File: config.mk
export PLATFORM = sky130hd
export DESIGN_NAME = mfp_ahb_reg_reader_flat
export DESIGN_NICKNAME = d
export VERILOG_FILES = /design/src/rtl/mfp_ahb_reg_reader_if.sv /design/src/rtl/mfp_ahb_reg_reader.sv /design/src/flat_wrapper.sv
export SDC_FILE = /design/constraint.sdc
export NUM_CORES = 1
export LEC_CHECK = 0
export CORE_AREA = 2 2 99 101
export CTS_CLUSTER_DIAMETER = 150
export CTS_CLUSTER_SIZE = 8
export DETAILED_ROUTE_END_ITERATION = 6
export DIE_AREA = 0 0 101 103
export PLACE_DENSITY = 0.88
export SYNTH_ARGS = -nofsm -noshare
export SYNTH_HDL_FRONTEND = slang
export SYNTH_SLANG_ARGS = --single-unit
File: constraint.sdc
create_clock -name clk -period 1.9 [get_ports clk]
set_clock_uncertainty 0.15 [all_clocks]
set_input_delay 0.57 -clock clk [delete_from_list [all_inputs] [get_ports clk]]
set_output_delay 0.57 -clock clk [all_outputs]
set_load 0.02 [all_outputs]
File: src/rtl/mfp_ahb_reg_reader_if.sv
// AHB-Lite read-path signal bundle between the bus fabric (master side)
// and the register reader (slave side).
interface mfp_ahb_reg_reader_if;
  logic        HSEL;
  logic [31:0] HADDR;
  logic [1:0]  HTRANS;
  logic        HWRITE;
  logic        HREADY;
  logic [31:0] HRDATA;
  logic        HREADYOUT;
  logic        HRESP;

  modport master (
    output HSEL, HADDR, HTRANS, HWRITE, HREADY,
    input  HRDATA, HREADYOUT, HRESP
  );

  modport slave (
    input  HSEL, HADDR, HTRANS, HWRITE, HREADY,
    output HRDATA, HREADYOUT, HRESP
  );
endinterface

File: src/rtl/mfp_ahb_reg_reader.sv
// AHB-Lite read-only slave exposing NREGS 32-bit register values, with
// programmable wait states, a two-cycle ERROR response and per-register read strobes.
module mfp_ahb_reg_reader #(
  parameter int NREGS       = 4,
  parameter int ABITS       = 8,
  parameter int WAIT_STATES = 0
) (
  input  logic                   clk,
  input  logic                   rst,
  mfp_ahb_reg_reader_if.slave    bus,
  input  logic [32*NREGS-1:0]    regs,
  output logic [NREGS-1:0]       rd_strobe
);

  localparam int IDXW = ABITS - 2;
  localparam int NSLOT = 2 ** IDXW;
  localparam logic [IDXW:0] NREGS_W = (IDXW + 1)'(NREGS);

  typedef enum logic [1:0] {
    S_IDLE,
    S_WAIT,
    S_ERR1,
    S_ERR2
  } state_t;

  state_t            state, state_nxt;
  logic [3:0]        cnt, cnt_nxt;
  logic [IDXW-1:0]   idx_q, idx_nxt;
  logic [31:0]       data_q, data_nxt;
  logic [NREGS-1:0]  strobe_nxt;

  logic [IDXW-1:0]   addr_idx;
  logic              accept;
  logic              bad;

  // Register file padded to the full decode window so any idx indexes in range.
  logic [31:0] reg_arr [NSLOT];
  for (genvar i = 0; i < NSLOT; i++) begin : g_slot
    if (i < NREGS) begin : g_live
      assign reg_arr[i] = regs[32*i +: 32];
    end else begin : g_pad
      assign reg_arr[i] = '0;
    end
  end

  function automatic logic [NREGS-1:0] onehot(input logic [IDXW-1:0] i);
    logic [NREGS-1:0] r;
    r = '0;
    for (int k = 0; k < NREGS; k++) r[k] = (i == IDXW'(k));
    return r;
  endfunction

  logic unused_bits;
  assign unused_bits = ^{bus.HADDR[31:ABITS], bus.HTRANS[0]};

  assign addr_idx = bus.HADDR[ABITS-1:2];
  assign accept   = bus.HSEL & bus.HTRANS[1] & bus.HREADY;
  assign bad      = (bus.HADDR[1:0] != 2'b00) || ({1'b0, addr_idx} >= NREGS_W);

  always_comb begin
    // NOTE: every output of this block gets a default first, so no path can infer a latch.
    state_nxt  = state;
    cnt_nxt    = cnt;
    idx_nxt    = idx_q;
    data_nxt   = data_q;
    strobe_nxt = '0;
    case (state)
      S_IDLE, S_ERR2: begin
        state_nxt = S_IDLE;
        if (accept && !bus.HWRITE) begin
          if (bad) begin
            state_nxt = S_ERR1;
          end else if (WAIT_STATES == 0) begin
            data_nxt   = reg_arr[addr_idx];
            strobe_nxt = onehot(addr_idx);
          end else begin
            idx_nxt   = addr_idx;
            cnt_nxt   = 4'(WAIT_STATES - 1);
            state_nxt = S_WAIT;
          end
        end
      end
      S_WAIT: begin
        if (cnt != 4'd0) begin
          cnt_nxt = cnt - 4'd1;
        end else begin
          // Data is sampled at the completing edge so late source updates are seen.
          data_nxt   = reg_arr[idx_q];
          strobe_nxt = onehot(idx_q);
          state_nxt  = S_IDLE;
        end
      end
      S_ERR1:  state_nxt = S_ERR2;
      default: state_nxt = S_IDLE;
    endcase
  end

  always_ff @(posedge clk or negedge rst) begin
    if (!rst) begin
      state     <= S_IDLE;
      cnt       <= 4'd0;
      idx_q     <= '0;
      data_q    <= '0;
      rd_strobe <= '0;
    end else begin
      // NOTE: non-blocking assignments so every register samples pre-edge values.
      state     <= state_nxt;
      cnt       <= cnt_nxt;
      idx_q     <= idx_nxt;
      data_q    <= data_nxt;
      rd_strobe <= strobe_nxt;
    end
  end

  assign bus.HRDATA    = data_q;
  assign bus.HREADYOUT = (state == S_IDLE) || (state == S_ERR2);
  assign bus.HRESP     = (state == S_ERR1) || (state == S_ERR2);

endmodule

File: src/flat_wrapper.sv
// flat-port wrapper written by rule: the top's interface ports become plain ports
module mfp_ahb_reg_reader_flat 
#(
  parameter int NREGS       = 4,
  parameter int ABITS       = 8,
  parameter int WAIT_STATES = 0
)
  (clk, rst, regs, rd_strobe, bus_HSEL, bus_HADDR, bus_HTRANS, bus_HWRITE, bus_HREADY, bus_HRDATA, bus_HREADYOUT, bus_HRESP);
  mfp_ahb_reg_reader_if bus_i ();
  input  logic clk;
  input  logic rst;
  input  logic [32*NREGS-1:0] regs;
  output logic [NREGS-1:0] rd_strobe;
  input wire logic [$bits(bus_i.HSEL)-1:0] bus_HSEL;
  input wire logic [$bits(bus_i.HADDR)-1:0] bus_HADDR;
  input wire logic [$bits(bus_i.HTRANS)-1:0] bus_HTRANS;
  input wire logic [$bits(bus_i.HWRITE)-1:0] bus_HWRITE;
  input wire logic [$bits(bus_i.HREADY)-1:0] bus_HREADY;
  output wire logic [$bits(bus_i.HRDATA)-1:0] bus_HRDATA;
  output wire logic [$bits(bus_i.HREADYOUT)-1:0] bus_HREADYOUT;
  output wire logic [$bits(bus_i.HRESP)-1:0] bus_HRESP;
  assign bus_i.HSEL = bus_HSEL;
  assign bus_i.HADDR = bus_HADDR;
  assign bus_i.HTRANS = bus_HTRANS;
  assign bus_i.HWRITE = bus_HWRITE;
  assign bus_i.HREADY = bus_HREADY;
  assign bus_HRDATA = bus_i.HRDATA;
  assign bus_HREADYOUT = bus_i.HREADYOUT;
  assign bus_HRESP = bus_i.HRESP;
  mfp_ahb_reg_reader #(.NREGS(NREGS), .ABITS(ABITS), .WAIT_STATES(WAIT_STATES)) u_core (.clk(clk), .rst(rst), .bus(bus_i), .regs(regs), .rd_strobe(rd_strobe));
endmodule
# Word level (Yosys, flattened, before mapping)
# Index checks and enable logic that the tools add are counted.
[op_classes]
shift = 0
n_addsub = 1
div = 0
bitwise = 3
magnitude_cmp = 2
n_reduce_logical = 13
n_eq_ne = 9
mul = 0
n_mux = 15
[op_table]
columns = ["operator", "n"]
rows = [
  ["32-bit binary-select mux with 6-bit select", 1],
  ["32-bit 2-to-1 mux", 5],
  ["32-bit one-hot mux with 2 select lines", 1],
  ["6-bit by 2-bit equality test with 1-bit output (second input constant)", 2],
  ["4-bit 2-to-1 mux", 2],
  ["4-bit one-hot mux with 2 select lines", 1],
  ["7-bit greater-or-equal comparator (second input constant)", 1],
  ["6-bit NOT with 7-bit output", 1],
  ["6-bit by 1-bit equality test with 1-bit output (second input constant)", 1],
  ["6-bit by 3-bit greater-or-equal comparator with 1-bit output (second input constant)", 1],
  ["6-bit zero test", 1],
  ["2-bit 2-to-1 mux", 3],
  ["2-bit one-hot mux with 3 select lines", 1],
  ["2-bit equality test (second input constant)", 2],
  ["2-bit inequality test (second input constant)", 2],
  ["4-bit AND reduction", 1],
  ["2-bit nonzero test", 2],
  ["4-bit nonzero test", 1],
  ["4-bit by 1-bit subtractor with 4-bit output (second input constant)", 1],
  ["1-bit logical OR", 3],
  ["1-bit bitwise AND", 2],
  ["2-bit by 1-bit equality test with 1-bit output (second input constant)", 1],
  ["2-bit zero test", 1],
  ["2-bit by 1-bit inequality test with 1-bit output (second input constant)", 1],
  ["other kinds (5)", 5],
]
[word_totals]
register_bits = 42
n_memories = 0
output_inout_bits = 38
mem_bits_rw = 0
elab_cells = 47
romBits = 0
input_bits = 167
latch_bits = 0

# Logic depth before layout (Yosys ltp)
[depth]
depth_word = 7
ltp_mapped = 8
mapped_depth_nobuf = 6

# Worst setup path after synthesis
# Ideal clock, no wire load.
[synth_timing]
kind = "reg-to-reg"
start = "reg u_core.state[0]"
end = "reg u_core.data_q[0] (netlist: u_core.bus.HRDATA[0])"
path_buffers = 1
arrival_ps = 2008
path_slack_ps = -383
setup_time_ps = 125
path_stages_with_launch = 8
required_time_ps = 1625
path_cell_list = "dfrtp_1 -> inv_1 -> ha_1 -> and4b_1 -> nand4_2 -> a21boi_4 -> buf_12 -> mux2_4"
[synth_via]
elab_chain_cells = 4
word_cells_on_any_way = 10
[synth_rtl]
columns = ["item", "line", "rtl"]
rows = [
  ["from (decl)", "mfp_ahb_reg_reader.sv:26", "state_t state, state_nxt;"],
  ["from (signal assigned)", "mfp_ahb_reg_reader.sv:107", "state <= state_nxt;"],
  ["2-bit equality test or 2-bit zero test (tied branches)", "mfp_ahb_reg_reader.sv:67", "case (state)"],
  ["2-bit OR reduction", "mfp_ahb_reg_reader.sv:67", ""],
  ["2-bit inequality test (no line) (tied with other cells)", "-", ""],
  ["4-bit AND reduction (no line)", "-", ""],
  ["to (signal assigned)", "mfp_ahb_reg_reader.sv:110", "data_q <= data_nxt;"],
  ["to (decl)", "mfp_ahb_reg_reader.sv:29", "logic [31:0] data_q, data_nxt;"],
]
# Several ways; a longest one is shown, not always the timed one.
# A chain may end at the register's enable or synchronous reset.

# Worst setup path after layout
[layout_timing]
start = "in bus_HREADY"
end = "reg u_core.data_q[24] (netlist: u_core.bus.HRDATA[24])"
[layout_via]
elab_chain_cells = 4
[layout_rtl]
columns = ["item", "line", "rtl"]
rows = [
  ["from (decl)", "flat_wrapper.sv:18", "input wire logic [$bits(bus_i.HREADY)-1:0] bus_HREADY;"],
  ["1-bit bitwise AND", "mfp_ahb_reg_reader.sv:57", "assign accept = bus.HSEL & bus.HTRANS[1] & bus.HREADY;"],
  ["1-bit logical AND", "mfp_ahb_reg_reader.sv:70", "if (accept && !bus.HWRITE) begin"],
  ["2-bit by 1-bit inequality test with 1-bit output (no line)", "-", ""],
  ["4-bit AND reduction (no line)", "-", ""],
]
# No other way between the ends.

==> key figures <==
Pwr
  • Power after layout: 2.54 mW
  • Maximum resistive drop on vdd: 0.000293 V
  • Power density relative to cell area: 458 nW/µm²
  • Standby leakage power: 2.53 nW

Setup path
  • Setup slack, reg-to-reg: -0.31 ns
  • Largest fanout on the critical path: 6
  • Critical Path RT: 1.93 ns
  • Worst Setup Path Type: input pin to flop
  • Type of origin of the critical path: input pin
  • Nature of the critical path endpoint: flop
  • WP data arrival: 2.26 ns

Clock network
  • H-tree levels: 2
  • Clock slew at reported path FFs: 0.08 ns
  • Worst-skew pair later-pin latency: 0.28 ns
  • Total clock sinks: 42
  • Root buffer selected by CTS: sky130_fd_sc_hd__clkbuf_8
  • Maximum count of clock buffers along a single path: 2
  • Clock buffer count from CTS: 5
  • CTS tree: done

Routing
  • Drt pass-1 iters: 4
  • Starting DRC count in detailed routing: 35
  • Final routed wire length divided by cell count: 18.8 µm
  • Number of vias per cell: 5.09
  • Vias: 2745
  • Number of routed nets with antenna violations: 0
  • Residual DRC: 0
  • Routed Wire Length: 10100 µm

Timing
  • Min setup slack post-route: -0.332 ns
  • Min Clock Period, post-route: 2.23 ns
  • Worst slew pin tran: 0.494 ns
  • Worst slew margin: 0.671
  • Period utilization: 1.17
  • Slew Limit Fails: 0
  • Setup repair after global routing missed its margin: yes
  • Maximum frequency from static timing analysis: 0.448 GHz
  • Final hold violation count: 0
  • Endpoints failing setup: 37

Global routing
  • Number of antenna violations at the first check in global routing: 1
  • Wire length of the first global-routing pass: 15300 µm
  • Global route overflow: 0
  • Number of global-route vias before repair: 3002
  • GR Util All Layers: 0.190
  • Pin count of the biggest net entering global routing: 33

Finish
  • Fin cells: 539
  • Fin area: 5540 µm²
  • Final #Nets: 595
  • Share of final-layout standard cells stronger than drive strength 1: 0.344
  • Area growth from synthesis to final layout: 84.0%

Die
  • Initial core utilization: 0.319
  • Number of placement rows: 36
  • Chip width: 101 µm
  • Full die area: 10400 µm²
  • Height of the die: 103 µm
  • Number of placed I/O pins: 205
  • Area of the placeable core: 9460 µm²

Logic synthesis
  • Number of warnings reported in the yosys synthesis log: 0
  • Post-synth design cell area: 3010 µm²
  • Synthesized flop and latch total: 42
  • Synthesized area per cell: 15.1 µm²
  • Nets in the synthesized netlist: 372
  • Count of different cell masters after synthesis: 32
  • Sequential-to-total area share from yosys stat: 0.349
  • Gate count after technology mapping: 200

Status
  • Violated checks: setup timing
  • Outcome: finished with violations

Placed design
  • Final HPWL from detailed placement: 7800 µm
  • Weighted congestion at the end of routability-driven global placement: 0.795
  • IO buf count: 179
  • Instance area at placement: 5210 µm²
  • Worst Setup Slack post-DPL: -0.775 ns
  • DP Cell Count: 516

Worst hold path
  • Type of the worst min-delay path: input pin to async pin

Flow run
  • Maxcap violations: 0
## where the power goes
part | internal, mW | total, mW | switching, mW
clock | 0.561 | 0.870 | 0.309
sequential | 0.916 | 0.930 | 0.0141
combinational | 0.508 | 0.741 | 0.233
## layer usage
layer / vias to the layer above / routed length, µm / track usage
li1: 1256 / - / -
met1: 1385 / 3750 / 0.208
met2: 96 / 5750 / 0.375
met3: 8 / 503 / 0.0353
met4: 0 / 126 / 0.0489
met5: - / 0 / 0
## cell usage after synthesis
cell type,n,area (µm²)
sky130_fd_sc_hd__xnor2_1,1,8.76
sky130_fd_sc_hd__ha_1,5,62.6
sky130_fd_sc_hd__nand2b_1,1,6.26
sky130_fd_sc_hd__nor2b_1,1,6.26
sky130_fd_sc_hd__mux2_2,2,22.5
sky130_fd_sc_hd__buf_2,5,25.0
sky130_fd_sc_hd__o31ai_4,1,21.3
sky130_fd_sc_hd__nor4_4,1,21.3
sky130_fd_sc_hd__buf_1,1,3.75
sky130_fd_sc_hd__a21oi_1,2,10.0
sky130_fd_sc_hd__clkbuf_1,6,22.5
sky130_fd_sc_hd__a21o_1,1,7.51
sky130_fd_sc_hd__buf_12,3,60.1
sky130_fd_sc_hd__mux4_1,1,26.3
sky130_fd_sc_hd__nor3b_1,2,15.0
sky130_fd_sc_hd__mux4_2,31,698
sky130_fd_sc_hd__nor4b_1,2,17.5
sky130_fd_sc_hd__a22o_1,32,280
sky130_fd_sc_hd__or3_1,2,12.5
sky130_fd_sc_hd__and4b_1,1,10.0
sky130_fd_sc_hd__a21boi_4,1,18.8
sky130_fd_sc_hd__buf_6,4,45.0
sky130_fd_sc_hd__o21ai_0,2,10.0
sky130_fd_sc_hd__nor2_1,3,11.3
sky130_fd_sc_hd__nand4_2,1,12.5
sky130_fd_sc_hd__a32oi_1,1,8.76
sky130_fd_sc_hd__mux2_4,30,450
sky130_fd_sc_hd__dfrtp_1,42,1050
sky130_fd_sc_hd__inv_1,7,26.3
sky130_fd_sc_hd__mux2i_1,1,10.0
sky130_fd_sc_hd__nand2_1,5,18.8
sky130_fd_sc_hd__or2_2,2,12.5
## worst paths after layout
path                                                   from                                end  cells after the start
setup / recovery                                 bus_HREADY  u_core.bus.HRDATA[24]$_DFFE_PN0P_                      7
hold reg to reg            u_core.bus.HRDATA[9]$_DFFE_PN0P_   u_core.bus.HRDATA[9]$_DFFE_PN0P_                      1
setup reg to reg                u_core.state[1]$_DFFE_PN0N_  u_core.bus.HRDATA[24]$_DFFE_PN0P_                      7
max in group asynchronous                               rst        u_core.state[1]$_DFFE_PN0N_                      2
hold / removal                                          rst   u_core.bus.HRDATA[4]$_DFFE_PN0P_                      1
min in group clk           u_core.bus.HRDATA[9]$_DFFE_PN0P_   u_core.bus.HRDATA[9]$_DFFE_PN0P_                      1
## layout make-up
cell class              instances  area [µm²]
inverters                       7        26.3
repair buffers                235        2330
fillers                       776        3920
diodes                          1        2.50
clock buffers                   6        82.6
clock inverters                 2        60.1
flip-flops and latches         42        1050
multi-input cells             132        1840
well taps                     114         143
## worst max-delay path, cell delays in order
cell	delay (ns)
sky130_fd_sc_hd__clkdlybuf4s50_1	0.45
sky130_fd_sc_hd__and4b_1	0.27
sky130_fd_sc_hd__nand4_4	0.13
sky130_fd_sc_hd__a21boi_4	0.22
sky130_fd_sc_hd__buf_12	0.16
sky130_fd_sc_hd__clkbuf_16	0.16
sky130_fd_sc_hd__mux2_4	0.30
## repair_timing
action,in CTS,in global routing
setup buffers,7,4
hold buffers,0,0
cloned,2,1
setup endpoints to repair,74,39
pin swaps,5,2
resized for setup,53,15
## metrics by stage
stage | setup TNS [ns] | hold slack, ns | util
global route | -11.98 | 0.108 | 0.586
CTS | -8.71 | 0.0914 | 0.574
detailed placement | -26.19 | 0.343 | 0.550
floorplan | -7.98 | 0.124 | -
global placement | -24.27 | 0.342 | 0.550
finish | -10.60 | 0.0865 | 0.586
## registers in the layout (all words and copies together), names as in the netlist
signal,cells
u_core.cnt,4
u_core.bus.HRDATA,32
u_core.rd_strobe,4
u_core.state,2
## cells by family (layout without fill, tap and decap cells)
family	after synthesis	after routing	share of synthesized area
other cells	0	1	0
simple gates	21	21	0.0478
flops	42	42	0.349
mux	65	65	0.401
xor+xnor	1	1	0.00291
fa+ha+maj	5	5	0.0208
buf+inv	26	250	0.0606
compound gates	40	40	0.118
## cells in the final DEF, fill, tap and decap left out, types with 5 or more instances in the layout
cell type	instances
sky130_fd_sc_hd__nand2_1	5
sky130_fd_sc_hd__inv_1	6
sky130_fd_sc_hd__mux2_4	32
sky130_fd_sc_hd__buf_4	41
sky130_fd_sc_hd__clkbuf_8	6
sky130_fd_sc_hd__dlygate4sd2_1	40
sky130_fd_sc_hd__buf_12	9
sky130_fd_sc_hd__clkdlybuf4s50_1	134
sky130_fd_sc_hd__a22o_1	32
sky130_fd_sc_hd__dfrtp_1	41
sky130_fd_sc_hd__mux4_2	31
No activity file was read; power rests on OpenSTA's default activity.
